--- src/rtl/seg_scan_ctrl.sv ---
// Scan controller for the 8-digit common-anode seven-segment display: steps the digit select,
// swaps display words only at frame boundaries, and handles blanking and leading-zero suppression.
module seg_scan_ctrl #(
  parameter int DIV_CNT   = 100000,
  parameter int WIDTH_DIV = 17
) (
  input  logic        clk,
  input  logic        rstn,
  input  logic        load,
  input  logic [31:0] data,
  input  logic [7:0]  blank_mask,
  input  logic        lz_en,
  input  logic [3:0]  hex,
  output logic [31:0] data_q,
  output logic [2:0]  sel,
  output logic [7:0]  an,
  output logic [6:0]  seg,
  output logic        load_ack,
  output logic        frame_done
);

  localparam logic [WIDTH_DIV-1:0] DIV_LAST = WIDTH_DIV'(DIV_CNT - 1);

  logic [WIDTH_DIV-1:0] div_cnt;
  logic [31:0]          shadow;
  logic                 pending;
  logic                 tick;
  logic                 wrap;
  logic [7:0]           upper_zero;
  logic [7:0]           lz_off;
  logic                 digit_on;

  // Active-low segment patterns {g,f,e,d,c,b,a} for hex digits 0..F.
  function automatic logic [6:0] dec(input logic [3:0] v);
    logic [6:0] s;
    case (v)
      4'h0:    s = 7'h40;
      4'h1:    s = 7'h79;
      4'h2:    s = 7'h24;
      4'h3:    s = 7'h30;
      4'h4:    s = 7'h19;
      4'h5:    s = 7'h12;
      4'h6:    s = 7'h02;
      4'h7:    s = 7'h78;
      4'h8:    s = 7'h00;
      4'h9:    s = 7'h10;
      4'hA:    s = 7'h08;
      4'hB:    s = 7'h03;
      4'hC:    s = 7'h46;
      4'hD:    s = 7'h21;
      4'hE:    s = 7'h06;
      default: s = 7'h0E;
    endcase
    return s;
  endfunction

  assign tick = (div_cnt == DIV_LAST);
  assign wrap = tick && (sel == 3'd7);

  // upper_zero[i] is set when nibbles i..7 of the shown word are all zero.
  always_comb begin
    upper_zero    = '0;
    upper_zero[7] = (data_q[31:28] == 4'h0);
    for (int i = 6; i >= 0; i--) begin
      upper_zero[i] = upper_zero[i+1] && (data_q[4*i +: 4] == 4'h0);
    end
  end

  assign lz_off   = lz_en ? (upper_zero & 8'hFE) : 8'h00;
  assign digit_on = !blank_mask[sel] && !lz_off[sel];

  always_ff @(posedge clk or negedge rstn) begin
    if (!rstn) begin
      div_cnt    <= '0;
      sel        <= '0;
      frame_done <= 1'b0;
    end else begin
      div_cnt    <= tick ? '0 : div_cnt + 1'b1;
      frame_done <= wrap;
      if (tick) begin
        sel <= sel + 3'd1;
      end
    end
  end

  // New words park in shadow and are promoted only on a wrap, so a frame never mixes two words.
  always_ff @(posedge clk or negedge rstn) begin
    if (!rstn) begin
      data_q   <= '0;
      shadow   <= '0;
      pending  <= 1'b0;
      load_ack <= 1'b0;
    end else begin
      load_ack <= load;
      if (load && wrap) begin
        data_q  <= data;
        pending <= 1'b0;
      end else if (load) begin
        shadow  <= data;
        pending <= 1'b1;
      end else if (wrap && pending) begin
        data_q  <= shadow;
        pending <= 1'b0;
      end
    end
  end

  always_ff @(posedge clk or negedge rstn) begin
    if (!rstn) begin
      an  <= 8'hFF;
      seg <= 7'h7F;
    end else begin
      an  <= digit_on ? ~(8'b1 << sel) : 8'hFF;
      seg <= digit_on ? dec(hex) : 7'h7F;
    end
  end

endmodule

--- config.mk ---
export PLATFORM = sky130hd
export DESIGN_NAME = seg_scan_ctrl
export DESIGN_NICKNAME = d
export VERILOG_FILES = /design/src/rtl/seg_scan_ctrl.sv
export SDC_FILE = /design/constraint.sdc
export NUM_CORES = 1
export LEC_CHECK = 0
export CAP_MARGIN = 5
export CORE_UTILIZATION = 29
export CTS_CLUSTER_DIAMETER = 30
export DETAILED_ROUTE_END_ITERATION = 8
export GPL_TIMING_DRIVEN = 1
export SETUP_SLACK_MARGIN = 0.15
export SLEW_MARGIN = 20
export SYNTH_ARGS = -nofsm -noshare
export SYNTH_HDL_FRONTEND = slang
export SYNTH_SLANG_ARGS = --single-unit
--- constraint.sdc ---
create_clock -name clk -period 2.2 [get_ports clk]
set_input_delay 0.44 -clock clk [delete_from_list [all_inputs] [get_ports clk]]
set_output_delay 0.44 -clock clk [all_outputs]
set_load 0.02 [all_outputs]
==> flow_metrics.env <==
export IMPL_status="completed"
export IMPL_wirelength_mm=10.7
export IMPL_ys_warn_count=0
export IMPL_yosysTopAreaCell="dfrtp_1"
export IMPL_die_area_mm2=0.0162
export IMPL_gp_congestion=0.750
export IMPL_sequentialPowerShare_pct=51.3
export IMPL_area_growth_pct=35.4
export IMPL_drt_iter0_markers=132
export IMPL_drive_gt1_share_pct=18.5
export IMPL_setup_viol=0
export IMPL_synth_most_common_cell="dfrtp_1"
export IMPL_critPathCaptureType="output port"
export IMPL_clk_path_buf_depth=2
export IMPL_yosysTopAreaCellShare_pct=47.8
export IMPL_grt_antenna_before_repair=0
export IMPL_hpwlAfterDp_mm=7.27
export IMPL_required_ps=1760
export IMPL_post_drt_wl_per_cell_um=15.6
export IMPL_drt_pass1_iterations=4
export IMPL_cts_buffers=9
export IMPL_fin_nets=531
export IMPL_rows=45
export IMPL_cts_setup_buffers=0
export IMPL_hold_violations=0
export IMPL_path_clk_slew_ps=70
export IMPL_cp_start_kind="flip-flop"
export IMPL_port_buffers=99
export IMPL_finalSetupTns_ps=0
export IMPL_seq_area_frac_synth_pct=56.4
export IMPL_swShare_pct=22.4
export IMPL_syn_cell_area_mm2=0.00456
export IMPL_share_comb_of_total_power_pct=8.2
export IMPL_rsz0062_at_grt="no"
export IMPL_htreeDepth=3
export IMPL_num_vias=3206
export IMPL_cap_violations=0
export IMPL_root_buffer="clkbuf_16"
export IMPL_via_per_inst=4.67
export IMPL_cts_tree="done"
export IMPL_synth_main_ff_cell="dfrtp_1"
export IMPL_dieWidth_um=127
export IMPL_worst_hold_slack_ps=157
export IMPL_num_antenna_cells=0
export IMPL_cp_arrival_ps=1530
export IMPL_tightest_slew_ps=564
export IMPL_intPower_uw=3000
export IMPL_grt_overflow=0
export IMPL_clock_power_share_pct=40.5
export IMPL_cellPowerDensity_mw_per_mm2=627
export IMPL_pre_cts_ws_ps=107
export IMPL_clock_sinks=102
export IMPL_worst_setup_path_type="flip-flop to output port"
export IMPL_peakVddDrop_mv=0.342
export IMPL_min_period_ps=1970
export IMPL_synth_cells=363
export IMPL_p_sw_uw=866
export IMPL_finalMaxSlewViolations=0
export IMPL_period_share_pct=89.4
export IMPL_synth_edf_count=0
export IMPL_drcViolationCount=0
export IMPL_ios=100
export IMPL_postLayoutSetupSlackWorst_ps=233
export IMPL_slew_headroom_pct=62.1
export IMPL_ant_nets=0
export IMPL_initial_core_util_pct=29.9
export IMPL_fin_skew_ps=7.12
export IMPL_ys_top_cells_by_count="87 x dfrtp_1, 33 x nor2b_1, 32 x a221o_1, 31 x mux2_2, 20 x nand2_1"
export IMPL_grt_pass1_wl_mm=17.3
export IMPL_grt_pass1_vias=3317
export IMPL_yosys_top_cells_area="dfrtp_1 48%, dfstp_2 8.6%, mux2_2 7.7%"
export IMPL_async_reset_ff_share_pct=100
export IMPL_die_h_um=127
export IMPL_synth_fp_nets=424
export IMPL_synth_seq_cells=102
export IMPL_min_path_type="primary input to async pin"
export IMPL_critPathMaxFanout=8
export IMPL_synth_cell_types=39
export IMPL_timing_fmax_ghz=0.508
export IMPL_p_leak_uw=0.00265
export IMPL_coreArea_mm2=0.0153
export IMPL_track_usage_pct=14.0
export IMPL_avgSynthCellArea_um2=12.6
export IMPL_clk_latency_ps=350
export IMPL_grt_max_degree=103
## final timing paths
| kind | start | cells past startpoint | slack, ps | end |
|---|---|---|---|---|
| min in group clk | div_cnt[0] | 1 | 490 | div_cnt[0] |
| hold reg to reg | div_cnt[0] | 1 | 490 | div_cnt[0] |
| setup reg to reg | div_cnt[0] | 7 | 250 | data_q[24] |
| setup / recovery | sel[0] | 2 | 230 | sel[0] |
| hold / removal | rstn | 2 | 160 | data_q[24] |
| max in group asynchronous | rstn | 2 | 1630 | data_q[6] |
## layout by cell type (no fill, tap or decap), drive strengths merged, types with 12 or more instances in the layout
cell / count
mux2: 32
dfstp: 15
a221o: 32
nor2b: 33
ha: 13
nor2: 18
clkbuf: 12
nand2: 20
clkdlybuf4s50: 98
buf: 16
dfrtp: 87
nand3: 17
## per-layer routing
layer | routed length (µm) | track usage (%) | up-vias
met4 | 104 | 3.57 | 0
met5 | 0 | 0 | -
met3 | 572 | 4.52 | 8
met1 | 5090 | 18.5 | 1581
li1 | - | - | 1528
met2 | 4940 | 22.3 | 89
## worst max-delay path, cell delays in order (launching register included)
cell             delay [ps]
dfrtp_2                 360
buf_4                   190
clkdlybuf4s50_1         630
## power groups by stage
stage	registers, µW	clock network [µW]	logic, µW
floorplan	2030	0	114
finish	1990	1570	316
global placement	2020	0	315
global route	1990	1690	345
detailed placement	2020	0	321
CTS	1990	1620	323
## registers in the layout, summed over array words and instances (netlist names)
name and count:
sel 3, shadow 32, data_q 32, an 8, seg 7, frame_done 1, pending 1, div_cnt 17
load_ack 1
## per-stage QoR
step / total power (µW) / instance area [µm²] / instances / util [%]
finish: 3870 / 6170 / 686 / 40.4
global route: 4030 / 6170 / 686 / 40.4
CTS: 3930 / 6170 / 686 / 40.4
detailed placement: 2340 / 5870 / 670 / 38.5
global placement: 2330 / 5870 / 670 / 38.5
floorplan: 2140 / 4560 / 363 / -
## layout make-up
| type | instances | area, µm² |
|---|---|---|
| Inverter | 9 | 33.8 |
| Timing Repair Buffer | 114 | 1150 |
| Clock inverter | 4 | 28.8 |
| Multi-Input combinational cell | 234 | 1850 |
| Clock buffer | 12 | 268 |
| Fill cell | 1461 | 9090 |
| Sequential cell | 102 | 2570 |
| Tap cell | 211 | 264 |
## kinds of logic after synthesis
group	count (synthesis)	share of synthesized area [%]
and+or+nand+nor	114	13.9
DFF	102	56.4
AOI/OAI and AO/OA	54	9.97
muxes	37	9.83
buffers and inverters	27	3.21
xor gates and xnor gates	16	3.08
adders and majority gates	13	3.57
## what timing repair did
| item | in CTS | in global routing |
|---|---|---|
| resized for setup | 1 | 1 |
| hold buffers | 0 | 0 |
| cloned | 0 | 0 |
| endpoints found under the hold margin | 0 | 0 |
| setup endpoints to repair | 31 | 32 |
Power figures use the tool's default switching activity.
